--- config.mk ---
export PLATFORM = sky130hd
export DESIGN_NAME = multicycle_controller_flat
export DESIGN_NICKNAME = d
export VERILOG_FILES = /design/src/rtl/multicycle_controller_pkg.sv /design/src/rtl/multicycle_controller_if.sv /design/src/rtl/multicycle_controller_alu_decoder.sv /design/src/rtl/multicycle_controller.sv /design/src/flat_wrapper.sv
export SDC_FILE = /design/constraint.sdc
export NUM_CORES = 1
export LEC_CHECK = 0
export ABC_CLOCK_PERIOD_IN_PS = 2250
export CAP_MARGIN = 20
export CELL_PAD_IN_SITES_DETAIL_PLACEMENT = 1
export CELL_PAD_IN_SITES_GLOBAL_PLACEMENT = 1
export CORE_MARGIN = 2
export CORE_UTILIZATION = 26
export DETAILED_ROUTE_END_ITERATION = 12
export PLACE_DENSITY = 0.81
export SETUP_SLACK_MARGIN = 0.2
export SLEW_MARGIN = 25
export SYNTH_ARGS = -nofsm -noshare
export SYNTH_HDL_FRONTEND = slang
export SYNTH_HIERARCHICAL = 1
export SYNTH_SLANG_ARGS = --single-unit
--- constraint.sdc ---
create_clock -name clk -period 2.25 [get_ports clk]
set_clock_uncertainty 0.05 [all_clocks]
set_input_delay 0.45 -clock clk [delete_from_list [all_inputs] [get_ports clk]]
set_output_delay 0.45 -clock clk [all_outputs]
set_load 0.02 [all_outputs]
--- src/rtl/multicycle_controller_pkg.sv ---
// rtl/multicycle_controller_pkg.sv - shared encodings for the multicycle RV32I controller
package multicycle_controller_pkg;

  typedef enum logic [3:0] {
    S_FETCH    = 4'd0,
    S_DECODE   = 4'd1,
    S_MEMADR   = 4'd2,
    S_MEMREAD  = 4'd3,
    S_MEMWB    = 4'd4,
    S_MEMWRITE = 4'd5,
    S_EXECR    = 4'd6,
    S_EXECI    = 4'd7,
    S_ALUWB    = 4'd8,
    S_JAL      = 4'd9,
    S_BEQ      = 4'd10,
    S_TRAP     = 4'd11
  } state_t;

  localparam logic [6:0] OP_LOAD   = 7'b0000011;
  localparam logic [6:0] OP_STORE  = 7'b0100011;
  localparam logic [6:0] OP_RTYPE  = 7'b0110011;
  localparam logic [6:0] OP_ITYPE  = 7'b0010011;
  localparam logic [6:0] OP_JAL    = 7'b1101111;
  localparam logic [6:0] OP_BRANCH = 7'b1100011;

  typedef enum logic [1:0] {
    ALUOP_ADD   = 2'b00,
    ALUOP_SUB   = 2'b01,
    ALUOP_FUNCT = 2'b10
  } aluop_t;

  localparam logic [2:0] ALU_ADD = 3'b000;
  localparam logic [2:0] ALU_SUB = 3'b001;
  localparam logic [2:0] ALU_AND = 3'b010;
  localparam logic [2:0] ALU_OR  = 3'b011;
  localparam logic [2:0] ALU_SLT = 3'b101;

  localparam logic       ADR_PC        = 1'b0;
  localparam logic       ADR_ALUOUT    = 1'b1;
  localparam logic [1:0] RES_ALUOUT    = 2'b00;
  localparam logic [1:0] RES_DATA      = 2'b01;
  localparam logic [1:0] RES_ALURESULT = 2'b10;
  localparam logic [1:0] SRCA_PC       = 2'b00;
  localparam logic [1:0] SRCA_OLDPC    = 2'b01;
  localparam logic [1:0] SRCA_RS1      = 2'b10;
  localparam logic [1:0] SRCB_RS2      = 2'b00;
  localparam logic [1:0] SRCB_IMM      = 2'b01;
  localparam logic [1:0] SRCB_FOUR     = 2'b10;
  localparam logic [1:0] IMM_I         = 2'b00;
  localparam logic [1:0] IMM_S         = 2'b01;
  localparam logic [1:0] IMM_B         = 2'b10;
  localparam logic [1:0] IMM_J         = 2'b11;

  function automatic logic [1:0] imm_src_of(input logic [6:0] op);
    case (op)
      OP_STORE:  return IMM_S;
      OP_BRANCH: return IMM_B;
      OP_JAL:    return IMM_J;
      default:   return IMM_I;
    endcase
  endfunction

endpackage

--- src/rtl/multicycle_controller_if.sv ---
// rtl/multicycle_controller_if.sv - instruction fields, flags and control outputs between IR, datapath and controller
interface multicycle_controller_if #(
  parameter int ALUCTRL_W = 3
);
  logic [6:0]           op;
  logic [2:0]           funct3;
  logic                 funct7b5;
  logic                 zero;
  logic                 lt;
  logic                 mem_ready;
  logic                 PCWrite;
  logic                 AdrSrc;
  logic                 MemWrite;
  logic                 IRWrite;
  logic                 RegWrite;
  logic [1:0]           ResultSrc;
  logic [1:0]           ALUSrcA;
  logic [1:0]           ALUSrcB;
  logic [1:0]           ImmSrc;
  logic [ALUCTRL_W-1:0] ALUControl;
  logic                 illegal;

  modport master (
    input  op, funct3, funct7b5, zero, lt, mem_ready,
    output PCWrite, AdrSrc, MemWrite, IRWrite, RegWrite, ResultSrc,
           ALUSrcA, ALUSrcB, ImmSrc, ALUControl, illegal
  );

  modport slave (
    output op, funct3, funct7b5, zero, lt, mem_ready,
    input  PCWrite, AdrSrc, MemWrite, IRWrite, RegWrite, ResultSrc,
           ALUSrcA, ALUSrcB, ImmSrc, ALUControl, illegal
  );
endinterface

--- src/rtl/multicycle_controller_alu_decoder.sv ---
// rtl/multicycle_controller_alu_decoder.sv - ALUOp/funct -> ALUControl, carried over from the single-cycle core
module alu_decoder
  import multicycle_controller_pkg::*;
#(
  parameter int ALUCTRL_W = 3
) (
  input  aluop_t               aluop,
  input  logic [2:0]           funct3,
  input  logic                 funct7b5,
  input  logic                 op5,
  output logic [ALUCTRL_W-1:0] alu_control
);

  always_comb begin
    alu_control = '0;
    case (aluop)
      ALUOP_ADD: alu_control[2:0] = ALU_ADD;
      ALUOP_SUB: alu_control[2:0] = ALU_SUB;
      ALUOP_FUNCT: begin
        case (funct3)
          // op5 separates R-type sub from addi, whose bit 30 is immediate data
          3'b000:  alu_control[2:0] = (op5 && funct7b5) ? ALU_SUB : ALU_ADD;
          3'b010:  alu_control[2:0] = ALU_SLT;
          3'b110:  alu_control[2:0] = ALU_OR;
          3'b111:  alu_control[2:0] = ALU_AND;
          default: alu_control[2:0] = ALU_ADD;
        endcase
      end
      default: alu_control[2:0] = ALU_ADD;
    endcase
  end

endmodule

--- src/rtl/multicycle_controller.sv ---
// rtl/multicycle_controller.sv - multicycle RV32I control FSM; define BRANCH_EXT_EN for bne/blt/bge
module multicycle_controller
  import multicycle_controller_pkg::*;
#(
  parameter int ALUCTRL_W       = 3,
  parameter bit TRAP_ON_ILLEGAL = 1'b1
) (
  input logic                     clk,
  input logic                     reset,
  multicycle_controller_if.master bus
);

  state_t               state;
  state_t               out_state;
  state_t               decode_next;
  state_t               illegal_next;
  aluop_t               aluop;
  logic                 taken;
  logic                 branch_ok;
  logic                 pc_update;
  logic                 branch;
  logic                 ir_write;
  logic                 mem_write;
  logic                 reg_write;
  logic                 trap;
  logic                 adr_src;
  logic [1:0]           result_src;
  logic [1:0]           src_a;
  logic [1:0]           src_b;
  logic [ALUCTRL_W-1:0] alu_control;

`ifdef BRANCH_EXT_EN
  always_comb begin
    taken     = 1'b0;
    branch_ok = 1'b1;
    case (bus.funct3)
      3'b000:  taken = bus.zero;
      3'b001:  taken = !bus.zero;
      3'b100:  taken = bus.lt;
      3'b101:  taken = !bus.lt;
      default: branch_ok = 1'b0;
    endcase
  end
`else
  logic unused_lt;
  assign unused_lt = bus.lt;
  assign taken     = bus.zero;
  assign branch_ok = 1'b1;
`endif

  // Unsupported branch conditions are rejected here so S_BEQ never acts on them
  always_comb begin
    if (TRAP_ON_ILLEGAL) illegal_next = S_TRAP;
    else                 illegal_next = S_FETCH;
    case (bus.op)
      OP_LOAD, OP_STORE: decode_next = S_MEMADR;
      OP_RTYPE:          decode_next = S_EXECR;
      OP_ITYPE:          decode_next = S_EXECI;
      OP_JAL:            decode_next = S_JAL;
      OP_BRANCH:         decode_next = branch_ok ? S_BEQ : illegal_next;
      default:           decode_next = illegal_next;
    endcase
  end

  always_ff @(posedge clk) begin
    if (reset) begin
      state <= S_FETCH;
    end else begin
      case (state)
        S_FETCH:    if (bus.mem_ready) state <= S_DECODE;
        S_DECODE:   state <= decode_next;
        S_MEMADR:   state <= bus.op[5] ? S_MEMWRITE : S_MEMREAD;
        S_MEMREAD:  if (bus.mem_ready) state <= S_MEMWB;
        S_MEMWB:    state <= S_FETCH;
        S_MEMWRITE: if (bus.mem_ready) state <= S_FETCH;
        S_EXECR:    state <= S_ALUWB;
        S_EXECI:    state <= S_ALUWB;
        S_JAL:      state <= S_ALUWB;
        S_ALUWB:    state <= S_FETCH;
        S_BEQ:      state <= S_FETCH;
        S_TRAP:     state <= S_TRAP;
        default:    state <= S_FETCH;
      endcase
    end
  end

  // During reset the outputs already look like S_FETCH, whatever state was interrupted
  always_comb begin
    out_state = state;
    if (reset) out_state = S_FETCH;
    pc_update  = 1'b0;
    branch     = 1'b0;
    ir_write   = 1'b0;
    mem_write  = 1'b0;
    reg_write  = 1'b0;
    trap       = 1'b0;
    adr_src    = ADR_PC;
    result_src = RES_ALUOUT;
    src_a      = SRCA_PC;
    src_b      = SRCB_RS2;
    aluop      = ALUOP_ADD;
    case (out_state)
      S_FETCH: begin
        src_b      = SRCB_FOUR;
        result_src = RES_ALURESULT;
        ir_write   = bus.mem_ready;
        pc_update  = bus.mem_ready;
      end
      S_DECODE: begin
        src_a = SRCA_OLDPC;
        src_b = SRCB_IMM;
      end
      S_MEMADR: begin
        src_a = SRCA_RS1;
        src_b = SRCB_IMM;
      end
      S_MEMREAD: adr_src = ADR_ALUOUT;
      S_MEMWB: begin
        result_src = RES_DATA;
        reg_write  = 1'b1;
      end
      S_MEMWRITE: begin
        adr_src   = ADR_ALUOUT;
        mem_write = 1'b1;
      end
      S_EXECR: begin
        src_a = SRCA_RS1;
        aluop = ALUOP_FUNCT;
      end
      S_EXECI: begin
        src_a = SRCA_RS1;
        src_b = SRCB_IMM;
        aluop = ALUOP_FUNCT;
      end
      S_ALUWB: reg_write = 1'b1;
      S_JAL: begin
        src_a     = SRCA_OLDPC;
        src_b     = SRCB_FOUR;
        pc_update = 1'b1;
      end
      S_BEQ: begin
        src_a  = SRCA_RS1;
        aluop  = ALUOP_SUB;
        branch = 1'b1;
      end
      S_TRAP:  trap = 1'b1;
      default: ;
    endcase
  end

  alu_decoder #(
    .ALUCTRL_W (ALUCTRL_W)
  ) u_alu_decoder (
    .aluop       (aluop),
    .funct3      (bus.funct3),
    .funct7b5    (bus.funct7b5),
    .op5         (bus.op[5]),
    .alu_control (alu_control)
  );

  assign bus.PCWrite    = !reset && (pc_update || (branch && taken));
  assign bus.IRWrite    = !reset && ir_write;
  assign bus.MemWrite   = !reset && mem_write;
  assign bus.RegWrite   = !reset && reg_write;
  assign bus.illegal    = !reset && trap;
  assign bus.AdrSrc     = adr_src;
  assign bus.ResultSrc  = result_src;
  assign bus.ALUSrcA    = src_a;
  assign bus.ALUSrcB    = src_b;
  assign bus.ImmSrc     = imm_src_of(bus.op);
  assign bus.ALUControl = alu_control;

endmodule

--- src/flat_wrapper.sv ---
// flat-port wrapper written by rule: the top's interface ports become plain ports
module multicycle_controller_flat import multicycle_controller_pkg::*;
#(
  parameter int ALUCTRL_W       = 3,
  parameter bit TRAP_ON_ILLEGAL = 1'b1
)
  (clk, reset, bus_op, bus_funct3, bus_funct7b5, bus_zero, bus_lt, bus_mem_ready, bus_PCWrite, bus_AdrSrc, bus_MemWrite, bus_IRWrite, bus_RegWrite, bus_ResultSrc, bus_ALUSrcA, bus_ALUSrcB, bus_ImmSrc, bus_ALUControl, bus_illegal);
  multicycle_controller_if #(.ALUCTRL_W(ALUCTRL_W)) bus_i ();
  input logic clk;
  input logic reset;
  input wire logic [$bits(bus_i.op)-1:0] bus_op;
  input wire logic [$bits(bus_i.funct3)-1:0] bus_funct3;
  input wire logic [$bits(bus_i.funct7b5)-1:0] bus_funct7b5;
  input wire logic [$bits(bus_i.zero)-1:0] bus_zero;
  input wire logic [$bits(bus_i.lt)-1:0] bus_lt;
  input wire logic [$bits(bus_i.mem_ready)-1:0] bus_mem_ready;
  output wire logic [$bits(bus_i.PCWrite)-1:0] bus_PCWrite;
  output wire logic [$bits(bus_i.AdrSrc)-1:0] bus_AdrSrc;
  output wire logic [$bits(bus_i.MemWrite)-1:0] bus_MemWrite;
  output wire logic [$bits(bus_i.IRWrite)-1:0] bus_IRWrite;
  output wire logic [$bits(bus_i.RegWrite)-1:0] bus_RegWrite;
  output wire logic [$bits(bus_i.ResultSrc)-1:0] bus_ResultSrc;
  output wire logic [$bits(bus_i.ALUSrcA)-1:0] bus_ALUSrcA;
  output wire logic [$bits(bus_i.ALUSrcB)-1:0] bus_ALUSrcB;
  output wire logic [$bits(bus_i.ImmSrc)-1:0] bus_ImmSrc;
  output wire logic [$bits(bus_i.ALUControl)-1:0] bus_ALUControl;
  output wire logic [$bits(bus_i.illegal)-1:0] bus_illegal;
  assign bus_i.op = bus_op;
  assign bus_i.funct3 = bus_funct3;
  assign bus_i.funct7b5 = bus_funct7b5;
  assign bus_i.zero = bus_zero;
  assign bus_i.lt = bus_lt;
  assign bus_i.mem_ready = bus_mem_ready;
  assign bus_PCWrite = bus_i.PCWrite;
  assign bus_AdrSrc = bus_i.AdrSrc;
  assign bus_MemWrite = bus_i.MemWrite;
  assign bus_IRWrite = bus_i.IRWrite;
  assign bus_RegWrite = bus_i.RegWrite;
  assign bus_ResultSrc = bus_i.ResultSrc;
  assign bus_ALUSrcA = bus_i.ALUSrcA;
  assign bus_ALUSrcB = bus_i.ALUSrcB;
  assign bus_ImmSrc = bus_i.ImmSrc;
  assign bus_ALUControl = bus_i.ALUControl;
  assign bus_illegal = bus_i.illegal;
  multicycle_controller #(.ALUCTRL_W(ALUCTRL_W), .TRAP_ON_ILLEGAL(TRAP_ON_ILLEGAL)) u_core (.clk(clk), .reset(reset), .bus(bus_i));
endmodule
==> impl_metrics.ini <==
[logic_synthesis]
ys_async_sr_fraction_pct = 0
synth_seq_area_share_pct = 12.4
synth_top_family_by_area = simple AND/OR/NAND/NOR gates
syn-instance-count = 92
yosys.area_share.xor_xnor_pct = 4.07
synth_compound_area_share_pct = 26.4
synth_top_flop_cell = sky130_fd_sc_hd__dfxtp_1
synth_area_sq_um = 646
synthMuxAreaShare_pct = 0
synthSimpleGateAreaFrac_pct = 45.2
yosysUniqueCellTypes = 40
synth_edf_count = 0
syn-mean-instance-area_sq_um = 7.02
synth-adder-area-share_pct = 3.88
ys_ff_latch = 4
synthesis.yosys.warnings = 6
number_of_nets_produced_by_synthesis = 110

[critical_path]
endpoint_arrival_time_on_the_critical_path_ns = 1.72
timing.critical_path.from_type = register
crit_path_top_delay_cell = sky130_fd_sc_hd__dfxtp_2
worstPathRequired_ns = 1.75
worst-path-max-fanout = 2
worst_path_largest_cell_delay_ns = 0.33
worst_setup_path_end_kind = primary output
worstPathCellList = nor2b_4 > nand2_2 > nor3_4 > buf_6 > ha_4 > inv_2 > a221oi_2 > buf_4
ff2ff_path_depth = 5
timing.setup.critical_path_class = register to primary output

[clocking]
clock_tree.root_cell = sky130_fd_sc_hd__clkbuf_4
max-clock-path-buffers = 2
cts.clk_slew.worst_paths_ns = 0.04
clock_sink_count = 4
cts_tree = yes
cts_max_level = 1
cts-buffers-inserted = 3
worst_skew_late_latency_ns = 0.24

[cells_and_area]
layout-drive-gt1-share_pct = 54.4
antenna_diodes = 0
filler_cell_count = 305
largest_register_ffs = 4
register_name_with_the_most_flops = u_core/state
finalCoreUtilization_pct = 57.6
area_delta_synth_final_pct = 115
register_area_sq_um = 87.6
multi_input_gate_area_sq_um = 641
finish.net_count = 180
reg_top3 = u_core/state x4

[detailed_routing]
wl_per_cell_microns = 18.0
final_antenna_net_count = 0
vias_per_cell = 5.15
dr_total_vias = 978
dr.first_iter.drc_count = 11
remaining_drc_errors = 0
drt_pre_antenna_iters = 4
routed_wirelength_microns = 3420

[placed_design]
hpwlAfterDp_microns = 2240
port_buffers = 31
globalplace.congestion = 0.794

[die]
fp-row-count = 18
die_w_microns = 53.8
die_y_microns = 53.8
ioPinCount = 33
fp.dieArea_sq_um = 2900
design.core.area_sq_um = 2410
initial_utilization_pct = 26.8

[sta]
timing.max_slew.rel_slack_pct = 72.3
hold_viol_final = 0
grt_setup_unrepaired = true
max_freq_ghz = 0.450
worst_slew_pin_slew_ns = 0.415
timing.final.max_slew_violations = 0
fin_crit_ns = 2.22
min_period_over_period_pct = 98.7
setup_failing_eps_final = 0

[power_and_ir_drop]
power_switching_share_pct = 45.8
power-per-cell-area_nw_per_um2 = 578
total_power_mw = 0.802
p_clk_share_pct = 11.2
max-vdd-ir-drop_v = 0.000336
seq_power_share_pct = 15.1
pwr-share-comb_pct = 73.7
total_switching_power_mw = 0.368
intPower_mw = 0.435
cellLeakagePower_nw = 0.618

[global_routing]
grt_pass1_vias = 1049
grt-ovfl-total = 0
antenna_violations_before_repair = 0
gr-usage-all-layers_pct = 22.4
grt_pass1_wl_microns = 4770
grt_max_degree = 14

[flow_run]
timing.max_cap.violations = 0

[min_path]
hold_path_depth = 3
min-delay-path-class = register to register

[status]
status = finished, final reports clean
==> critical path, delay by kind of cell (launching register included) <==
kind,cells,cell delay [ns]
AOI/OAI and AO/OA,1,0.26
adders and majority gates,1,0.13
buffers and inverters,3,0.36
DFF,1,0.33
and+or+nand+nor,3,0.41
==> final timing paths <==
path / start / endpoint / slack, ns
max: u_core/state[1] / bus_ALUControl[0] / 0.03
min: u_core/state[3] / u_core/state[3] / 0.62
max reg2reg: u_core/state[3] / u_core/state[2] / 0.58
min reg2reg: u_core/state[3] / u_core/state[3] / 0.62
==> what timing repair did <==
action,CTS,global route
endpoints found under the setup margin,17,13
hold buffers,0,0
pin swaps,10,4
buffers inserted,3,3
resized for setup,84,26
==> layer usage <==
| metal | share of wire (%) | GRT usage, % | up-vias |
|---|---|---|---|
| met5 | 0 | 0 | - |
| met4 | 2.0 | 5.13 | 0 |
| met3 | 3.4 | 1.67 | 6 |
| met2 | 54 | 45.5 | 23 |
| met1 | 41 | 24.5 | 477 |
| li1 | - | - | 472 |
==> logic make-up after synthesis <==
kind of cell,Yosys count
compound gates,21
xor+xnor,3
fa+ha+maj,2
buf+inv,11
flops,4
simple gates,51
==> area by class of cell <==
| class | count | share of cell area, % |
|---|---|---|
| Multi-Input combinational cell | 77 | 46.1 |
| Tap cell | 30 | 2.70 |
| Clock buffer | 3 | 1.62 |
| Timing Repair Buffer | 70 | 41.6 |
| Inverter | 6 | 1.62 |
| Sequential cell | 4 | 6.31 |
==> cell usage after synthesis, types with 2 or more instances <==
library cell	number	area [sq um]
sky130_fd_sc_hd__nor2_1	12	45.0
sky130_fd_sc_hd__nand2_1	8	30.0
sky130_fd_sc_hd__inv_1	6	22.5
sky130_fd_sc_hd__nand3_1	5	25.0
sky130_fd_sc_hd__dfxtp_1	4	80.1
sky130_fd_sc_hd__nand2b_1	4	25.0
sky130_fd_sc_hd__nor2b_1	4	25.0
sky130_fd_sc_hd__nor3_1	4	20.0
sky130_fd_sc_hd__a21oi_1	3	15.0
sky130_fd_sc_hd__buf_2	3	15.0
sky130_fd_sc_hd__o21ai_0	3	15.0
sky130_fd_sc_hd__a21o_1	2	15.0
sky130_fd_sc_hd__a221oi_2	2	30.0
sky130_fd_sc_hd__and3_1	2	12.5
sky130_fd_sc_hd__ha_1	2	25.0
sky130_fd_sc_hd__o22ai_1	2	12.5
sky130_fd_sc_hd__or2_1	2	12.5
sky130_fd_sc_hd__xor2_1	2	17.5
==> power groups by stage <==
stage               registers, mW  logic [mW]  clock network [mW]
finish                      0.121       0.591              0.0899
global placement            0.110       0.504                   0
floorplan                   0.106       0.281                   0
CTS                         0.119       0.521              0.0948
detailed placement          0.111       0.529                   0
global route                0.123       0.631              0.0962
==> cell usage in the layout (no fill, tap or decap), types with 3 or more instances in the layout <==
master                            count
sky130_fd_sc_hd__buf_4               39
sky130_fd_sc_hd__buf_6                7
sky130_fd_sc_hd__clkbuf_2             4
sky130_fd_sc_hd__clkbuf_4             3
sky130_fd_sc_hd__clkdlybuf4s15_1      4
sky130_fd_sc_hd__clkdlybuf4s50_1      7
sky130_fd_sc_hd__dfxtp_2              3
sky130_fd_sc_hd__dlygate4sd2_1        4
sky130_fd_sc_hd__inv_1                4
sky130_fd_sc_hd__nand2_1              7
sky130_fd_sc_hd__nand2b_4             3
sky130_fd_sc_hd__nand3_1              5
sky130_fd_sc_hd__nor2_1              10
sky130_fd_sc_hd__o21ai_0              3
==> per-stage QoR <==
| stage | TNS (ns) | hold WS [ns] | area [sq um] | setup WS [ns] | cells |
|---|---|---|---|---|---|
| CTS | 0 | 0.602 | 1310 | 0.00133 | 187 |
| floorplan | 0 | 0.513 | 683 | 0.178 | 92 |
| detailed placement | -5.63 | 0.659 | 1250 | -0.837 | 181 |
| global placement | -4.97 | 0.638 | 1250 | -0.741 | 181 |
| global route | -0.120 | 0.663 | 1390 | -0.0613 | 190 |
| finish | 0 | 0.624 | 1390 | 0.0289 | 190 |
(Power assumes the default switching activity.)
